[config.mk]
export PLATFORM = sky130hd
export DESIGN_NAME = ap_ctrl_hs_sequencer
export DESIGN_NICKNAME = d
export VERILOG_FILES = /design/src/rtl/ap_seq_pkg.sv /design/src/rtl/sync_fifo.sv /design/src/rtl/ap_ctrl_hs_sequencer.sv
export SDC_FILE = /design/constraint.sdc
export NUM_CORES = 1
export LEC_CHECK = 0
export CAP_MARGIN = 20
export CORE_MARGIN = 4
export CORE_UTILIZATION = 60
export DETAILED_ROUTE_END_ITERATION = 16
export GPL_ROUTABILITY_DRIVEN = 0
export PLACE_DENSITY = 0.78
export SLEW_MARGIN = 10
export SYNTH_ARGS = -nofsm -noshare
export SYNTH_HDL_FRONTEND = slang
export SYNTH_SLANG_ARGS = --single-unit
[constraint.sdc]
create_clock -name ap_clk -period 11.5 [get_ports ap_clk]
set_input_delay 1.15 -clock ap_clk [delete_from_list [all_inputs] [get_ports ap_clk]]
set_output_delay 1.15 -clock ap_clk [all_outputs]
set_load 0.05 [all_outputs]
[src/rtl/ap_seq_pkg.sv]
// Shared types and default sizing for the ap_ctrl_hs transaction sequencer.
package ap_seq_pkg;

  localparam int CNT_W_DEFAULT     = 32;
  localparam int TS_DEPTH_DEFAULT  = 4;
  localparam int REC_DEPTH_DEFAULT = 8;

  typedef enum logic [1:0] {
    IDLE,
    RUN,
    DRAIN,
    DONE
  } state_e;

  // Latency record layout at the default counter width.
  typedef struct packed {
    logic [15:0]              index;
    logic [CNT_W_DEFAULT-1:0] start;
    logic [CNT_W_DEFAULT-1:0] latency;
  } rec_t;

endpackage

[src/rtl/sync_fifo.sv]
// Single-clock FIFO with registered full/empty and same-cycle push+pop support.
module sync_fifo #(
  parameter int WIDTH = 8,
  parameter int DEPTH = 4
) (
  input  logic                       clk,
  input  logic                       rst_n,
  input  logic                       push,
  input  logic                       pop,
  input  logic [WIDTH-1:0]           wdata,
  output logic [WIDTH-1:0]           rdata,
  output logic                       full,
  output logic                       empty,
  output logic [$clog2(DEPTH):0]     count
);

  localparam int AW = $clog2(DEPTH);
  localparam logic [AW:0] FULL_CNT = (AW+1)'(DEPTH);

  logic [WIDTH-1:0] mem [DEPTH];
  logic [AW-1:0]    wr_ptr;
  logic [AW-1:0]    rd_ptr;
  logic [AW:0]      count_next;
  logic             do_push;
  logic             do_pop;

  // A push into a full FIFO is only legal when a pop frees the slot in the same cycle.
  assign do_pop  = pop && !empty;
  assign do_push = push && (!full || do_pop);
  assign rdata   = mem[rd_ptr];

  always_comb begin
    count_next = count;
    if (do_push && !do_pop) begin
      count_next = count + 1'b1;
    end else if (!do_push && do_pop) begin
      count_next = count - 1'b1;
    end
  end

  always_ff @(posedge clk) begin
    if (do_push) begin
      mem[wr_ptr] <= wdata;
    end
  end

  always_ff @(posedge clk or negedge rst_n) begin
    if (!rst_n) begin
      wr_ptr <= '0;
      rd_ptr <= '0;
      count  <= '0;
      full   <= 1'b0;
      empty  <= 1'b1;
    end else begin
      if (do_push) begin
        wr_ptr <= wr_ptr + 1'b1;
      end
      if (do_pop) begin
        rd_ptr <= rd_ptr + 1'b1;
      end
      count <= count_next;
      full  <= (count_next == FULL_CNT);
      empty <= (count_next == '0);
    end
  end

endmodule

[src/rtl/ap_ctrl_hs_sequencer.sv]
// Drives an ap_ctrl_hs DUT for a programmed number of transactions and emits
// one {index, start, latency} record per completed transaction.
module ap_ctrl_hs_sequencer
  import ap_seq_pkg::*;
#(
  parameter int CNT_W     = CNT_W_DEFAULT,
  parameter int TS_DEPTH  = TS_DEPTH_DEFAULT,
  parameter int REC_DEPTH = REC_DEPTH_DEFAULT
) (
  input  logic             ap_clk,
  input  logic             ap_rst_n,
  input  logic             run,
  input  logic [15:0]      trans_count,
  output logic             dut_ap_start,
  input  logic             dut_ap_ready,
  input  logic             dut_ap_done,
  output logic             dut_ap_continue,
  output logic             busy,
  output logic             finish,
  output logic             rec_valid,
  input  logic             rec_ready,
  output logic [15:0]      rec_index,
  output logic [CNT_W-1:0] rec_start,
  output logic [CNT_W-1:0] rec_latency,
  output logic             err_unexpected_done
);

  localparam int TS_AW  = $clog2(TS_DEPTH);
  localparam int REC_AW = $clog2(REC_DEPTH);
  localparam int REC_W  = 16 + 2 * CNT_W;
  localparam logic [TS_AW:0] TS_FULL = (TS_AW+1)'(TS_DEPTH);

  state_e           state;
  state_e           state_next;
  logic [CNT_W-1:0] cycle_cnt;
  logic [15:0]      total;
  logic [15:0]      issued;
  logic [15:0]      issued_next;
  logic [15:0]      completed;
  logic             start_q;
  logic             start_next;
  logic             err_q;

  logic             ts_full;
  logic             ts_empty;
  logic [TS_AW:0]   ts_count;
  logic [TS_AW:0]   ts_count_next;
  logic [CNT_W-1:0] ts_head;

  logic             rec_full;
  logic             rec_empty;
  logic [REC_AW:0]  rec_count;
  logic [REC_AW:0]  rec_count_next;
  logic [REC_W-1:0] rec_wdata;
  logic [REC_W-1:0] rec_rdata;

  logic             active;
  logic             run_ok;
  logic             issue;
  logic             completion;
  logic             unexpected;
  logic             rec_pop;

  assign active          = (state == RUN) || (state == DRAIN);
  assign run_ok          = run && ((state == IDLE) || (state == DONE));
  assign dut_ap_start    = start_q;
  assign dut_ap_continue = active && !rec_full;
  assign issue           = (state == RUN) && start_q && dut_ap_ready && !ts_full;
  assign completion      = dut_ap_continue && dut_ap_done && !ts_empty;
  assign unexpected      = dut_ap_done && (!active || ts_empty);
  assign rec_valid       = !rec_empty;
  assign rec_pop         = rec_valid && rec_ready;
  assign busy            = active;
  assign finish          = (state == DONE);
  assign err_unexpected_done = err_q;

  // Latency subtraction wraps naturally, so it stays correct across a counter wrap.
  assign rec_wdata = {completed, ts_head, cycle_cnt - ts_head};
  assign {rec_index, rec_start, rec_latency} = rec_valid ? rec_rdata : '0;

  // Look-ahead occupancies let ap_start be registered yet still drop exactly
  // when the timestamp FIFO fills or the final issue lands.
  always_comb begin
    state_next     = state;
    issued_next    = issued + 16'(issue);
    ts_count_next  = ts_count + (TS_AW+1)'(issue) - (TS_AW+1)'(completion);
    rec_count_next = rec_count + (REC_AW+1)'(completion) - (REC_AW+1)'(rec_pop);
    case (state)
      IDLE, DONE: if (run_ok) state_next = (trans_count == '0) ? DONE : RUN;
      RUN:        if (issued_next == total) state_next = DRAIN;
      DRAIN:      if ((completed == total) && (rec_count_next == '0)) state_next = DONE;
      default:    state_next = IDLE;
    endcase
    start_next = 1'b0;
    if (state_next == RUN) begin
      start_next = run_ok || ((issued_next < total) && (ts_count_next < TS_FULL));
    end
  end

  always_ff @(posedge ap_clk or negedge ap_rst_n) begin
    if (!ap_rst_n) begin
      state     <= IDLE;
      cycle_cnt <= '0;
      total     <= '0;
      issued    <= '0;
      completed <= '0;
      start_q   <= 1'b0;
      err_q     <= 1'b0;
    end else begin
      state     <= state_next;
      cycle_cnt <= cycle_cnt + 1'b1;
      start_q   <= start_next;
      if (run_ok) begin
        total     <= trans_count;
        issued    <= '0;
        completed <= '0;
      end else begin
        if (issue)      issued    <= issued + 1'b1;
        if (completion) completed <= completed + 1'b1;
      end
      if (unexpected) begin
        err_q <= 1'b1;
      end else if (run_ok) begin
        err_q <= 1'b0;
      end
    end
  end

  sync_fifo #(.WIDTH(CNT_W), .DEPTH(TS_DEPTH)) u_ts_fifo (
    .clk   (ap_clk),
    .rst_n (ap_rst_n),
    .push  (issue),
    .pop   (completion),
    .wdata (cycle_cnt),
    .rdata (ts_head),
    .full  (ts_full),
    .empty (ts_empty),
    .count (ts_count)
  );

  sync_fifo #(.WIDTH(REC_W), .DEPTH(REC_DEPTH)) u_rec_fifo (
    .clk   (ap_clk),
    .rst_n (ap_rst_n),
    .push  (completion),
    .pop   (rec_pop),
    .wdata (rec_wdata),
    .rdata (rec_rdata),
    .full  (rec_full),
    .empty (rec_empty),
    .count (rec_count)
  );

endmodule

Word level (Yosys, flattened, before mapping)
Memories as Yosys holds them, arrays and structs flattened.
Index checks and enable logic that the tools add are counted.
- eq/ne operators: 8
- muxes and demuxes: 21
- reductions and logical operators: 43
- magnitude comparators: 2
- $add $sub $neg: 17
- operator list (kind ; count):
    $mux W80 ; 1
    $mux W16 ; 4
    $add A16 B1 Y16 const B ; 2
    $add A32 B1 Y32 const B ; 1
    $eq A16 B16 Y1 ; 2
    $sub A32 B32 Y32 ; 1
    $logic_and A1 B1 Y1 ; 19
    $add A16 B1 Y16 ; 1
    $logic_not A16 Y1 ; 1
    $lt A16 B16 Y1 ; 1
    $add A3 B1 Y3 const B ; 3
    $logic_not A1 Y1 ; 9
    $logic_not A4 Y1 ; 2
    $mux W2 ; 4
    $mux W4 ; 2
    $mux W1 ; 7
    $logic_or A1 B1 Y1 ; 6
    $mux W3 ; 2
    $pmux W2 S3 ; 1
    $reduce_bool A2 Y1 ; 3
    $add A2 B1 Y2 const B ; 2
    $add A4 B1 Y4 ; 1
    $add A4 B1 Y4 const B ; 1
    $eq A2 B1 Y1 const B ; 2
    other kinds (12) ; 13
- output and inout port bits: 86
- flip-flop bits (word level): 105
- input bits: 22
- memories kept: 2
- logic and storage cells: 110
- bits in writable memories: 768
- memories (name ; depth ; width ; rd ports ; clocked after Yosys merged registers in ; write ports ; line ; source):
    u_rec_fifo.mem ; 8 ; 80 ; 1 ; 0 ; 1 ; sync_fifo.sv:20 ; logic [WIDTH-1:0] mem [DEPTH];
    u_ts_fifo.mem ; 4 ; 32 ; 1 ; 0 ; 1 ; sync_fifo.sv:20 ;

Logic depth before layout (Yosys ltp)
- depth after elaboration: 13
- depth in mapped cells: 20
- mapped depth without buffers: 18

Hierarchy
A second synthesis with hierarchy kept.
- cells, all modules: 2055
- area total of the unflattened synthesis: 36772.8 um^2
- modules (own cells, without submodules) (module ; seq. area each (um^2) ; area an instance (um^2) ; instances ; cells an instance):
    sync_fifo (u_rec_fifo) ; 19520.0 ; 24601.1 ; 1 ; 985
    ap_ctrl_hs_sequencer ; 2102.0 ; 7036.7 ; 1 ; 857
    sync_fifo (u_ts_fifo) ; 4070.2 ; 5134.9 ; 1 ; 213

Worst setup path before layout
No wires, ideal clock.
- path kind: register to register
- start point: reg state[0]
- end point: mem u_rec_fifo.mem[0][0] in the netlist's numbering, enable pin
- arrival: 9.128 ns
- cell stages (with the launch flop): 6
- library setup time: 0.716 ns
- path buffers: 0
- required time: 10.784 ns
- period minus slack after synthesis: 9.844 ns
- path slack: 1.656 ns
- cells stage by stage: dfrtp_1 inv_1 ha_1 nor2_2 nand3b_2 nor4_1
- longest elaborated chain between the ends: 8
- elaborated cells between the ends (all ways): 9
- those cells by class: eq/ne (2); mux (2); reduce/logical (5)
- ends and longest elaborated chain (what ; line ; source):
    start, declared ; ap_ctrl_hs_sequencer.sv:33 ; state_e state;
    start signal, assigned ; ap_ctrl_hs_sequencer.sv:110 ; state <= state_next;
    $eq A2 B1 Y1 or $eq A2 B2 Y1 (tied branches) ; ap_ctrl_hs_sequencer.sv:64 ; assign active = (state == RUN) || (state == DRAIN);
    $logic_or A1 B1 Y1 * ; ap_ctrl_hs_sequencer.sv:64 ;
    $logic_and A1 B1 Y1 * ; ap_ctrl_hs_sequencer.sv:67 ; assign dut_ap_continue = active && !rec_full;
    named net dut_ap_continue ; ap_ctrl_hs_sequencer.sv:17 ; output logic dut_ap_continue,
    $logic_and A1 B1 Y1 * (2 in a row) ; ap_ctrl_hs_sequencer.sv:69 ; assign completion = dut_ap_continue && dut_ap_done && !ts_empty;
    $logic_and A1 B1 Y1 * ; sync_fifo.sv:29 ; assign do_push = push && (!full || do_pop);
    $mux W1 * ; sync_fifo.sv:42 ; if (do_push) begin
    $mux W1 (implied by the code) * ; sync_fifo.sv:43 ; mem[wr_ptr] <= wdata;
    end, declared ; sync_fifo.sv:20 ;
Mark *: on every way through the listed nets, which the timed path passes. The rest lies on a longest branch.

Worst setup path after layout
- start point: reg u_rec_fifo.rd_ptr[0]
- end point: out rec_start[19]
- longest elaborated chain between the ends: 2
- ends and longest elaborated chain (what ; line ; source):
    start, declared ; sync_fifo.sv:22 ; logic [AW-1:0] rd_ptr;
    start signal, assigned ; sync_fifo.sv:59 ; rd_ptr <= rd_ptr + 1'b1;
    $mem_v2 Z8 W80 ; - ;
    $mux W80 ; ap_ctrl_hs_sequencer.sv:79 ; assign {rec_index, rec_start, rec_latency} = rec_valid ? rec_rdata : '0;
    end, declared ; ap_ctrl_hs_sequencer.sv:23 ; output logic [CNT_W-1:0] rec_start,
No other way between the ends.

==> results summary <==
The run finished with clean final reports. The count of inserted antenna diode cells is 0. Measured along the x axis, the die boundary spans between 200 and 300 µm. Before antenna repair, the detailed router went through 5 iterations.

The max capacitance violation total is 0. The clock slew seen by the registers of the worst setup and hold paths is 0.06 ns. For this design the top-level I/O count stands at 108. The top fanout value on the critical path came out at between 40 and 50. The number of H-tree branching levels came out at 3. The critical path's largest stage delay came out at 1.00 ns. The share of cells above drive strength 1 came out at 0.171.

The number of pins exceeding their max-slew limit in the final report is 0. The number of fill cells came out at 3717. The ratio of final minimum period to clock period came out at 0.518. The total negative setup slack is 0 ns. In this run the worst hold path is classified as register to register. The initial antenna violation count was 0.

In this run the cell area of the synthesized design comes to 0.0362 mm². The DRC violation count after routing came out at 0. The largest individual stage delay along the critical path comes from the cell sky130_fd_sc_hd__dfrtp_4.

Hold repair after CTS inserted 0 buffers. The worst register-to-register path begins at u_ts_fifo.rd_ptr[0]$_DFFE_PN0P_. The tree is rooted in a sky130_fd_sc_hd__clkbuf_16.

Summed over all layers, the routed wires come to 73900 µm. VDD sags by at most 0.000266 V. The post-detailed-route count of antenna-violating nets came out at 0. The multi-input logic area is 0.00991 mm². The signal on the critical path passes through buf_4 -> buf_4 -> mux4_2 -> mux2i_1 -> nor2_1 -> clkdlybuf4s50_1. The die covers 0.0643 mm². The shortest period the worst path allows is a little under 6 ns. The number of global-route vias before repair was 19500.

The clock buffer count from CTS is 85. The area after detailed placement is 0.0382 mm². The launch instance of the worst min-delay path is u_ts_fifo.rd_ptr[1]$_DFFE_PN0P_. The total power density per cell area came out at 273 mW/mm².

The via total after detailed routing came out at approximately 19000. The count of placed standard cells in the final layout, fillers left out is 3017. The number of buffers on the longest clock path is 3.

The total track usage is 0.236. The iteration-0 DRC count of the detailed router came out at 1953. After detailed routing, the average wire length per cell comes to 24.5 µm. The area taken by flip-flops and latches is 0.0257 mm². The floorplan row count is 89. The post-layout worst setup margin came out at 5.54 ns. The height of the die is 254 µm. The global-route wire length before repair is about 120000 µm. The worst setup path is launched from a register. The relative slew slack is 0.223. The number of nets produced by synthesis is 2128. The count of endpoints failing setup in the final report came out at 0.

TritonCTS built the clock tree. The fraction of synthesis flops using an asynchronous set or reset pin is 0.120. The number of enable-type register cells in the synthesized netlist came out at 768. In this run, synthesis produced a sequential element count of 873. Entering global routing, the biggest net connects 83 pins. The transition time of the tightest slew-check pin came out at 1.17 ns. The clock skew after layout came out at 0.0321 ns. Hold is met by 0.473 ns. The mean cell area of the mapped netlist came out at 17.8 µm². In this design, the critical path's most frequently occurring cell is sky130_fd_sc_hd__buf_4. The critical path data required time came out at approximately 10 ns.

Summed over all cells, the static leakage comes to 0.0144 µW. The core region is 0.0594 mm². Using the TritonRoute via totals, the vias-per-cell ratio works out to 6.19. The arrival time of data at the critical path endpoint came out at 4.81 ns. For this run, the register share of the synthesized area comes to 0.710. The area growth from synthesis to layout is 13.1%. The number of warning messages in the yosys log came out at 0.

The clock sink total came out at 873. Prior to clock tree synthesis, the placed netlist has a worst setup slack of 6.03 ns. Buffers placed on the I/O ports in this run total 107. Setup repair after global routing left no endpoint under its margin. The hold violation total from the final report was 0.

The type of the setup path with the least slack is register to output port. The finished cells cover 0.0409 mm². The maximum clock frequency came out at 168 MHz. The number of buffers inserted by post-CTS setup repair is 0. The starting density of the core came out at 0.610.

The post-DP HPWL came out at about 42000 µm. The worst-skew pair later-pin latency is 0.63 ns. The flip-flop cell with the highest count after synthesis is sky130_fd_sc_hd__edfxtp_1. STA classifies the critical path endpoint as an output port. The number of instances in the placed design is 2856. Once the clock tree was built, the resizer swapped 0 gates to a different size. The number of nets in the finished design came out at 2271. The post-synthesis cell type count came out at 61. The critical path starts at u_rec_fifo.rd_ptr[0]$_DFFE_PN0P_. For this run the aggregate overflow at the end of global routing stands at 0. The synthesized netlist cell count came out at 2029.
[worst max-delay path: cells and delay by family (launching register included)]
kind                   cells  cell delay, ns
muxes                      2            0.83
buffers and inverters      3            2.20
and+or+nand+nor            1            0.06
DFF                        1            1.00
[cell usage after synthesis, drive strengths merged (3+ instances only)]
cell | count | share of area
edfxtp | 768 | 0.64
mux4 | 192 | 0.12
nor2 | 165 | 0.017
dfrtp | 103 | 0.071
mux2i | 81 | 0.022
inv | 78 | 0.0081
xnor2 | 76 | 0.018
ha | 75 | 0.026
nand2 | 75 | 0.0078
clkbuf | 60 | 0.0062
xor2 | 47 | 0.011
a21oi | 37 | 0.0053
nand3 | 37 | 0.0051
o21ai | 37 | 0.0051
nand4 | 27 | 0.0047
buf | 22 | 0.0029
a21o | 20 | 0.0041
nor3 | 20 | 0.0030
and3 | 13 | 0.0023
a211oi | 8 | 0.0018
and2 | 8 | 0.0014
nor2b | 8 | 0.0014
or3 | 7 | 0.0012
a31oi | 6 | 0.0010
nand2b | 6 | 0.0010
nor4 | 6 | 0.0010
a22oi | 5 | 0.0010
o21a | 4 | 0.00083
o31ai | 4 | 0.00083
or2 | 4 | 0.00069
a211o | 3 | 0.00073
and4 | 3 | 0.00076
[final timing paths]
check,end,slack (ns),depth (start not counted)
worst min register to register,u_ts_fifo.rd_ptr[1]$_DFFE_PN0P_,0.47,1
max in group asynchronous,u_ts_fifo.rd_ptr[0]$_DFFE_PN0P_,9.67,2
worst max register to register,u_rec_fifo.mem[1][31]$_DFFE_PP_,6.45,12
worst min-delay path,u_ts_fifo.rd_ptr[1]$_DFFE_PN0P_,0.47,1
worst max-delay path,rec_start[19],5.54,6
min in group asynchronous,issued[1]$_DFFE_PN0P_,0.51,1
[placed cells by master (no fill, tap or decap), drive strengths merged, types with 13 or more instances in the layout]
cell type      count
ha                75
nand3             37
dfrtp            103
nor2             165
a21o              20
mux2i             81
xnor2             76
clkdlybuf4s50    106
inv               83
edfxtp           768
o21ai             37
and3              13
xor2              47
a21oi             37
nand2             75
nor3              20
mux4             192
nand4             27
buf               32
clkbuf           115
clkinv            29
[registers in the layout (all words and copies together), names as in the netlist]
name                 count
completed               16
cycle_cnt               32
dut_ap_start             1
err_unexpected_done      1
issued                  16
state                    2
total                   16
u_rec_fifo.count         4
u_rec_fifo.empty         1
u_rec_fifo.full          1
u_rec_fifo.mem         640
u_rec_fifo.rd_ptr        3
u_rec_fifo.wr_ptr        3
u_ts_fifo.count          3
u_ts_fifo.empty          1
u_ts_fifo.full           1
u_ts_fifo.mem          128
u_ts_fifo.rd_ptr         2
u_ts_fifo.wr_ptr         2
[kinds of logic after synthesis]
kind of cell             Yosys count  synth area share
AO/OA/AOI/OAI                    138            0.0248
XOR/XNOR                         123            0.0298
adder cells (fa/ha/maj)           77            0.0270
buffers and inverters            160            0.0172
flip-flops                       873             0.710
multiplexers                     274             0.142
AND/OR/NAND/NOR                  384            0.0488
[metal layers]
layer	wire, µm	global-route usage
met1	30300	0.344
met3	5210	0.0352
met5	0	0
met4	1580	0.0629
met2	36800	0.384
[report_power, final]
group          switching, µW  internal (µW)  total, µW
sequential               290           4100       4390
combinational           2550           1530       4080
clock                   1140           1560       2700
[layout make-up]
cell class	count	area share
clock buffers	115	0.0577
clock inverters	44	0.00908
well taps	773	0.0236
inverters	78	0.00715
flip-flops and latches	873	0.628
multi-input cells	996	0.242
repair buffers	138	0.0321
[stage by stage]
step                       util  power, µW
after floorplan               -       7290
after global placement    0.643       8430
after detailed placement  0.643       8540
after CTS                 0.689      11300
after global routing      0.690      11700
final                     0.690      11200
No activity file was read; power rests on OpenSTA's default activity.
